$ cat src/rtl/mem_wb_stage_pkg.sv
// mem_wb_stage_pkg: shared definitions for the MEM/WB stage.
//   - load-type codes carried from the memory stage
//   - stall-vector bit positions and their Stop/NoStop levels
//   - register-file write-enable levels, the zero word and bus widths
package mem_wb_stage_pkg;

    localparam int RegBus     = 32;
    localparam int RegAddrBus = 5;

    // Codes 6 and 7 are not listed; the aligner treats them like LD_NONE.
    typedef enum logic [2:0] {
        LD_NONE = 3'd0,
        LD_LB   = 3'd1,
        LD_LBU  = 3'd2,
        LD_LH   = 3'd3,
        LD_LHU  = 3'd4,
        LD_LW   = 3'd5
    } ld_type_e;

    localparam int STALL_MEM = 4;
    localparam int STALL_WB  = 5;

    localparam logic Stop          = 1'b1;
    localparam logic NoStop        = 1'b0;
    localparam logic WriteEnable   = 1'b1;
    localparam logic WriteDisable  = 1'b0;

    localparam logic [RegBus-1:0] ZeroWord = '0;

endpackage

$ cat src/rtl/mem_wb_stage_load_align.sv
// mem_wb_stage_load_align: combinational big-endian load aligner.
// Ports:
//   ldtype   in  3   load type (ld_type_e encoding, 6/7 = none)
//   addr_lo  in  2   low two bits of the byte address
//   rdata    in  DW  data-bus read word
//   wdata    in  DW  non-load result, passed through for non-loads
//   data     out DW  aligned / extended write-back data (0 if misaligned)
//   misalign out 1   halfword at odd address or word not on a 4-byte boundary
module mem_wb_stage_load_align
    import mem_wb_stage_pkg::*;
#(
    parameter int DW = 32
) (
    input  logic [2:0]    ldtype,
    input  logic [1:0]    addr_lo,
    input  logic [DW-1:0] rdata,
    input  logic [DW-1:0] wdata,
    output logic [DW-1:0] data,
    output logic          misalign
);

    logic [7:0]  byte_sel;
    logic [15:0] half_sel;

    // Big-endian: byte address 0 is the most significant byte of the word.
    always_comb begin
        case (addr_lo)
            2'd0:    byte_sel = rdata[31:24];
            2'd1:    byte_sel = rdata[23:16];
            2'd2:    byte_sel = rdata[15:8];
            default: byte_sel = rdata[7:0];
        endcase
        half_sel = addr_lo[1] ? rdata[15:0] : rdata[31:16];
    end

    always_comb begin
        data     = wdata;
        misalign = 1'b0;
        case (ldtype)
            LD_LB:  data = {{(DW-8){byte_sel[7]}}, byte_sel};
            LD_LBU: data = {{(DW-8){1'b0}}, byte_sel};
            LD_LH, LD_LHU: begin
                if (addr_lo[0]) begin
                    misalign = 1'b1;
                    data     = '0;
                end else if (ldtype == LD_LH) begin
                    data = {{(DW-16){half_sel[15]}}, half_sel};
                end else begin
                    data = {{(DW-16){1'b0}}, half_sel};
                end
            end
            LD_LW: begin
                if (addr_lo != 2'd0) begin
                    misalign = 1'b1;
                    data     = '0;
                end else begin
                    data = rdata;
                end
            end
            default: data = wdata;
        endcase
    end

endmodule

$ cat src/rtl/mem_wb_stage.sv
// mem_wb_stage: MEM/WB pipeline register with load-data alignment.
// Ports:
//   clk, rst            clock, synchronous active-high reset
//   stall[5:0]          bit 4 = MEM stalled, bit 5 = WB stalled
//   flush               kills the instruction entering WB
//   mem_we/waddr/wdata  memory-stage register write
//   mem_ldtype/addr_lo  load type and low address bits
//   mem_rdata           data-bus read word
//   mem_whilo/hi/lo     HI/LO write
//   wb_we/waddr/wdata   registered register-file write port
//   wb_whilo/hi/lo      registered HI/LO write
//   wb_misalign         one-cycle pulse when a misaligned load is squashed
module mem_wb_stage
    import mem_wb_stage_pkg::*;
#(
    parameter int DW = 32,
    parameter int AW = 5
) (
    input  logic          clk,
    input  logic          rst,
    input  logic [5:0]    stall,
    input  logic          flush,
    input  logic          mem_we,
    input  logic [AW-1:0] mem_waddr,
    input  logic [DW-1:0] mem_wdata,
    input  logic [2:0]    mem_ldtype,
    input  logic [1:0]    mem_addr_lo,
    input  logic [DW-1:0] mem_rdata,
    input  logic          mem_whilo,
    input  logic [DW-1:0] mem_hi,
    input  logic [DW-1:0] mem_lo,
    output logic          wb_we,
    output logic [AW-1:0] wb_waddr,
    output logic [DW-1:0] wb_wdata,
    output logic          wb_whilo,
    output logic [DW-1:0] wb_hi,
    output logic [DW-1:0] wb_lo,
    output logic          wb_misalign
);

    logic [DW-1:0] align_data;
    logic          align_misalign;
    logic          bubble;
    logic          advance;
    logic          stall_unused;

    // Earlier-stage stall bits are not used here.
    assign stall_unused = ^stall[3:0];

    mem_wb_stage_load_align #(.DW(DW)) u_align (
        .ldtype   (mem_ldtype),
        .addr_lo  (mem_addr_lo),
        .rdata    (mem_rdata),
        .wdata    (mem_wdata),
        .data     (align_data),
        .misalign (align_misalign)
    );

    // MEM stalled while WB runs: WB must receive a bubble, not a duplicate.
    assign bubble  = (stall[STALL_MEM] == Stop) && (stall[STALL_WB] == NoStop);
    assign advance = (stall[STALL_MEM] == NoStop);

    // MEM -> WB register
    always_ff @(posedge clk) begin
        if (rst || flush || bubble) begin
            wb_we       <= WriteDisable;
            wb_waddr    <= '0;
            wb_wdata    <= '0;
            wb_whilo    <= WriteDisable;
            wb_hi       <= '0;
            wb_lo       <= '0;
            wb_misalign <= 1'b0;
        end else if (advance) begin
            // A misaligned load drops its register write but HI/LO still pass.
            wb_we       <= mem_we && !align_misalign;
            wb_waddr    <= mem_waddr;
            wb_wdata    <= align_data;
            wb_whilo    <= mem_whilo;
            wb_hi       <= mem_hi;
            wb_lo       <= mem_lo;
            wb_misalign <= align_misalign;
        end else begin
            // Hold: keep the write pending, but report misalignment only once.
            wb_misalign <= 1'b0;
        end
    end

endmodule

$ cat config.mk
export PLATFORM = sky130hd
export DESIGN_NAME = mem_wb_stage
export DESIGN_NICKNAME = d
export VERILOG_FILES = /design/src/rtl/mem_wb_stage_pkg.sv /design/src/rtl/mem_wb_stage_load_align.sv /design/src/rtl/mem_wb_stage.sv
export SDC_FILE = /design/constraint.sdc
export NUM_CORES = 1
export LEC_CHECK = 0
export CAP_MARGIN = 5
export CORE_ASPECT_RATIO = 0.9
export CORE_UTILIZATION = 37
export DETAILED_ROUTE_END_ITERATION = 12
export GPL_TIMING_DRIVEN = 0
export HOLD_SLACK_MARGIN = 0.03
export PLACE_DENSITY_LB_ADDON = 0.1
export SLEW_MARGIN = 20
export SYNTH_ARGS = -nofsm -noshare
export SYNTH_HDL_FRONTEND = slang
export SYNTH_SLANG_ARGS = --single-unit
$ cat constraint.sdc
create_clock -name clk -period 2 [get_ports clk]
set_clock_uncertainty 0.05 [all_clocks]
set_input_delay 0.6 -clock clk [delete_from_list [all_inputs] [get_ports clk]]
set_output_delay 0.6 -clock clk [all_outputs]
set_load 0.005 [all_outputs]
==> impl_results.md, run 1 <==
- Core box area: 0.0109 mm²
- Hold WS: 0.401 ns
- Overall Global Routing Usage: 0.254
- Pleak: 2.80 nW
- Final Slew Violations: 0
- Status: finished clean
- Area growth syn-to-layout: 78.0%
- Final Critical Period: 1.96 ns
- Syn. warnings: 0
- Final Util: 0.677
- Root Buffer: clkbuf_16
- Worst-path clk slew: 0.07 ns
- Layout cells sized above 1: 0.113
- Final WL: 15.1 mm
- Antenna violation net count after detailed routing: 0
- R2r worst-path depth: 2
- Final period util: 0.982
- Share of total power in combinational logic: 0.171
- Die ar.: 0.0116 mm²
- Post-DP HPWL: 11.6 mm
- Total chip power: 4.91 mW
- Crit path kind: in2reg
- Fin nets: 828
- Maximum clock rate: 509 MHz
- Fin Setup TNS: 0 ns
- Critical Path Stages: 7
- Initial Util: 0.380
- CP Max Fanout: 4
- CP max-delay cell: clkdlybuf4s50_1
- Most frequent cells in the layout: clkdlybuf4s50_1 (237), dfxtp_1 (104), a22o_1 (72)
- Congestion Overflow GR: 0
- RSZ-0062 raised after global routing: true
- First-pass GRT wire length: 22.6 mm
- CP max stage delay: 0.45 ns
- Pwr Density: 668 mW/mm²
- Post-Syn Area per Cell: 9.92 µm²
- Post-DR vias/cell: 5.31
- 1st-pass router iterations: 5
- Cell Rows: 36
- Clock power share: 0.386
- Hold Crit Depth: 2
- CP delay by family, top: buffers and inverters
- Starting DRT DRC Count: 249
- Netlist Area Pre-Place: 0.00413 mm²
- Fraction of power spent switching nets: 0.230
- Cells after synthesis: 416
- Initial antenna violation count: 0
- Die Wd: 113 µm
- IO Pins: 253
- Design Area, Final: 0.00735 mm²
- Total CTS buffers: 9
- Hold Violations, Final: 0
- Gp weighted congestion: 0.923
- Net Sw Power: 1.13 mW
- Later-pin clock latency in the skew report: 0.33 ns
- Worst slew margin: 0.580
- Clk buf depth: 2
- Mapped Nets: 565
- Vias in the first global route: 4264
- Count of final setup violators: 0
- Synthesized flop and latch total: 104
- Min-Delay Path Class: reg2reg
- Share of the synthesized area in the top cell type: 0.504
- Ys async rst share: 0
- Via Count: 4431
- Largest net degree at the start of global routing: 17
- Internal: 3.78 mW
- CTS Sinks: 104
- DR WL/cell: 18.0 µm
- Commonest non-fill, non-tap cell in the layout: clkdlybuf4s50_1
- Worst Setup End Kind: register
- H-tree depth: 3
- Post-synth EDFFs: 0
- Ant. Diodes: 0
- Placed cell area: 0.00679 mm²
- CTS tree: built
- Synth unique cells: 48
- Critical Path AT: 2.13 ns
- CP required: 2.16 ns
- Register area share after synthesis: 0.504
- Tightest Pin Transition: 0.626 ns
- CP bufs+invs: 2
- Startpoint Class: primary input
- Port Buffers: 247
- Max Cap Viol: 0
- Cell taking the most area after synthesis: dfxtp_1
- Peak supply drop: 0.452 mV
- CP Cell Sequence: clkdlybuf4s50_1 > mux2_4 > nor3b_4 > a211oi_4 > buf_4 > a211oi_1 > a21oi_1
- Ys flop type: dfxtp_1
- Die height: 102 µm
- Synth area leaders: dfxtp_1 (50%), a22o_1 (15%), o21ai_0 (4.5%), nand2_1 (4.2%), a221oi_1 (4.0%)
- Drt drc: 0
- Reg power frac: 0.443
Yosys cell counts, types with 2 or more instances:
cell type  count
dfxtp_1      104
nand2_1       46
buf_4          3
a221oi_1      19
o21ai_0       37
nor3b_1        2
nor2b_1        4
buf_1          2
mux2i_1        7
and3_1         2
a22o_1        72
o21ai_1       19
nand2b_1       9
a21oi_1       18
buf_6          2
a31oi_1        7
a211oi_1       2
clkbuf_1      20
buf_2          9
nor2_1         4
final cells by class:
type                       count  area (µm²)
fill                         897        3510
timing repair buffer         253        2530
sequential                   104        2080
multi-input combinational    275        2000
clock buffer                  11         243
buffer                        35         228
tap                          152         190
clock inverter                 4        76.3
inverter                       1        3.75
per-stage QoR:
step           instances  setup slack (ns)
3_5_place_dp         815            -0.724
5_1_grt              835           -0.0238
4_1_cts              835           0.00957
2_1_floorplan        416             0.140
6_report             835            0.0365
3_3_place_gp         815            -0.698
cells by family after synthesis:
group | count (synthesis) | share of synthesized area
AOI/OAI and AO/OA | 185 | 0.326
DFF | 104 | 0.504
and+or+nand+nor | 79 | 0.0970
buffers and inverters | 37 | 0.0427
muxes | 9 | 0.0252
xor gates and xnor gates | 2 | 0.00424
sequential cells by signal, indices dropped and copies added, names as in the netlist:
signal,cells
wb_misalign,1
wb_whilo,1
wb_hi,32
wb_waddr,5
wb_lo,32
wb_wdata,32
wb_we,1
power groups by stage:
stage	clock network, mW	logic [mW]	registers, mW
floorplan	0	0.253	2.22
finish	1.90	0.838	2.17
global route	2.02	0.895	2.18
CTS	1.94	0.819	2.17
detailed placement	0	0.774	2.22
global placement	0	0.762	2.22
worst reg2reg max path: stages (launching register included):
cell	delay, ns
dfxtp_1	0.34
a221oi_1	0.29
a31oi_1	0.13
repair_timing:
item                                   in CTS  in global routing
resized for setup                          45                 25
pin swaps                                   3                  5
gates cloned                                1                  0
setup endpoints to repair                 104                 98
setup buffers                               5                  0
hold buffers                                0                  0
endpoints found under the hold margin       0                  0
layer usage:
layer	track usage	share of wire	up-vias
met4	0.0658	0.013	0
met5	0	0	-
met3	0.0872	0.093	19
li1	-	-	2098
met1	0.309	0.41	2095
met2	0.430	0.48	219
worst paths after layout:
path	from	endpoint	slack, ns
worst max-delay path	mem_rdata[7]	wb_wdata[10]	0.04
worst min register to register	wb_wdata[22]	wb_wdata[22]	0.40
worst max register to register	wb_wdata[0]	wb_wdata[0]	1.06
worst min-delay path	wb_wdata[22]	wb_wdata[22]	0.40
Power figures use the tool's default switching activity.
==> run 2: changes to the inputs <==
CAP_MARGIN = default   (was 5)
==> results of run 2 <==
No change in the layout: final DEF, timing and power equal those of run 1.
==> run 3: changes to the inputs <==
CAP_MARGIN = 20   (was default)
==> results of run 3 <==
No change in the layout: final DEF, timing and power equal those of run 1.
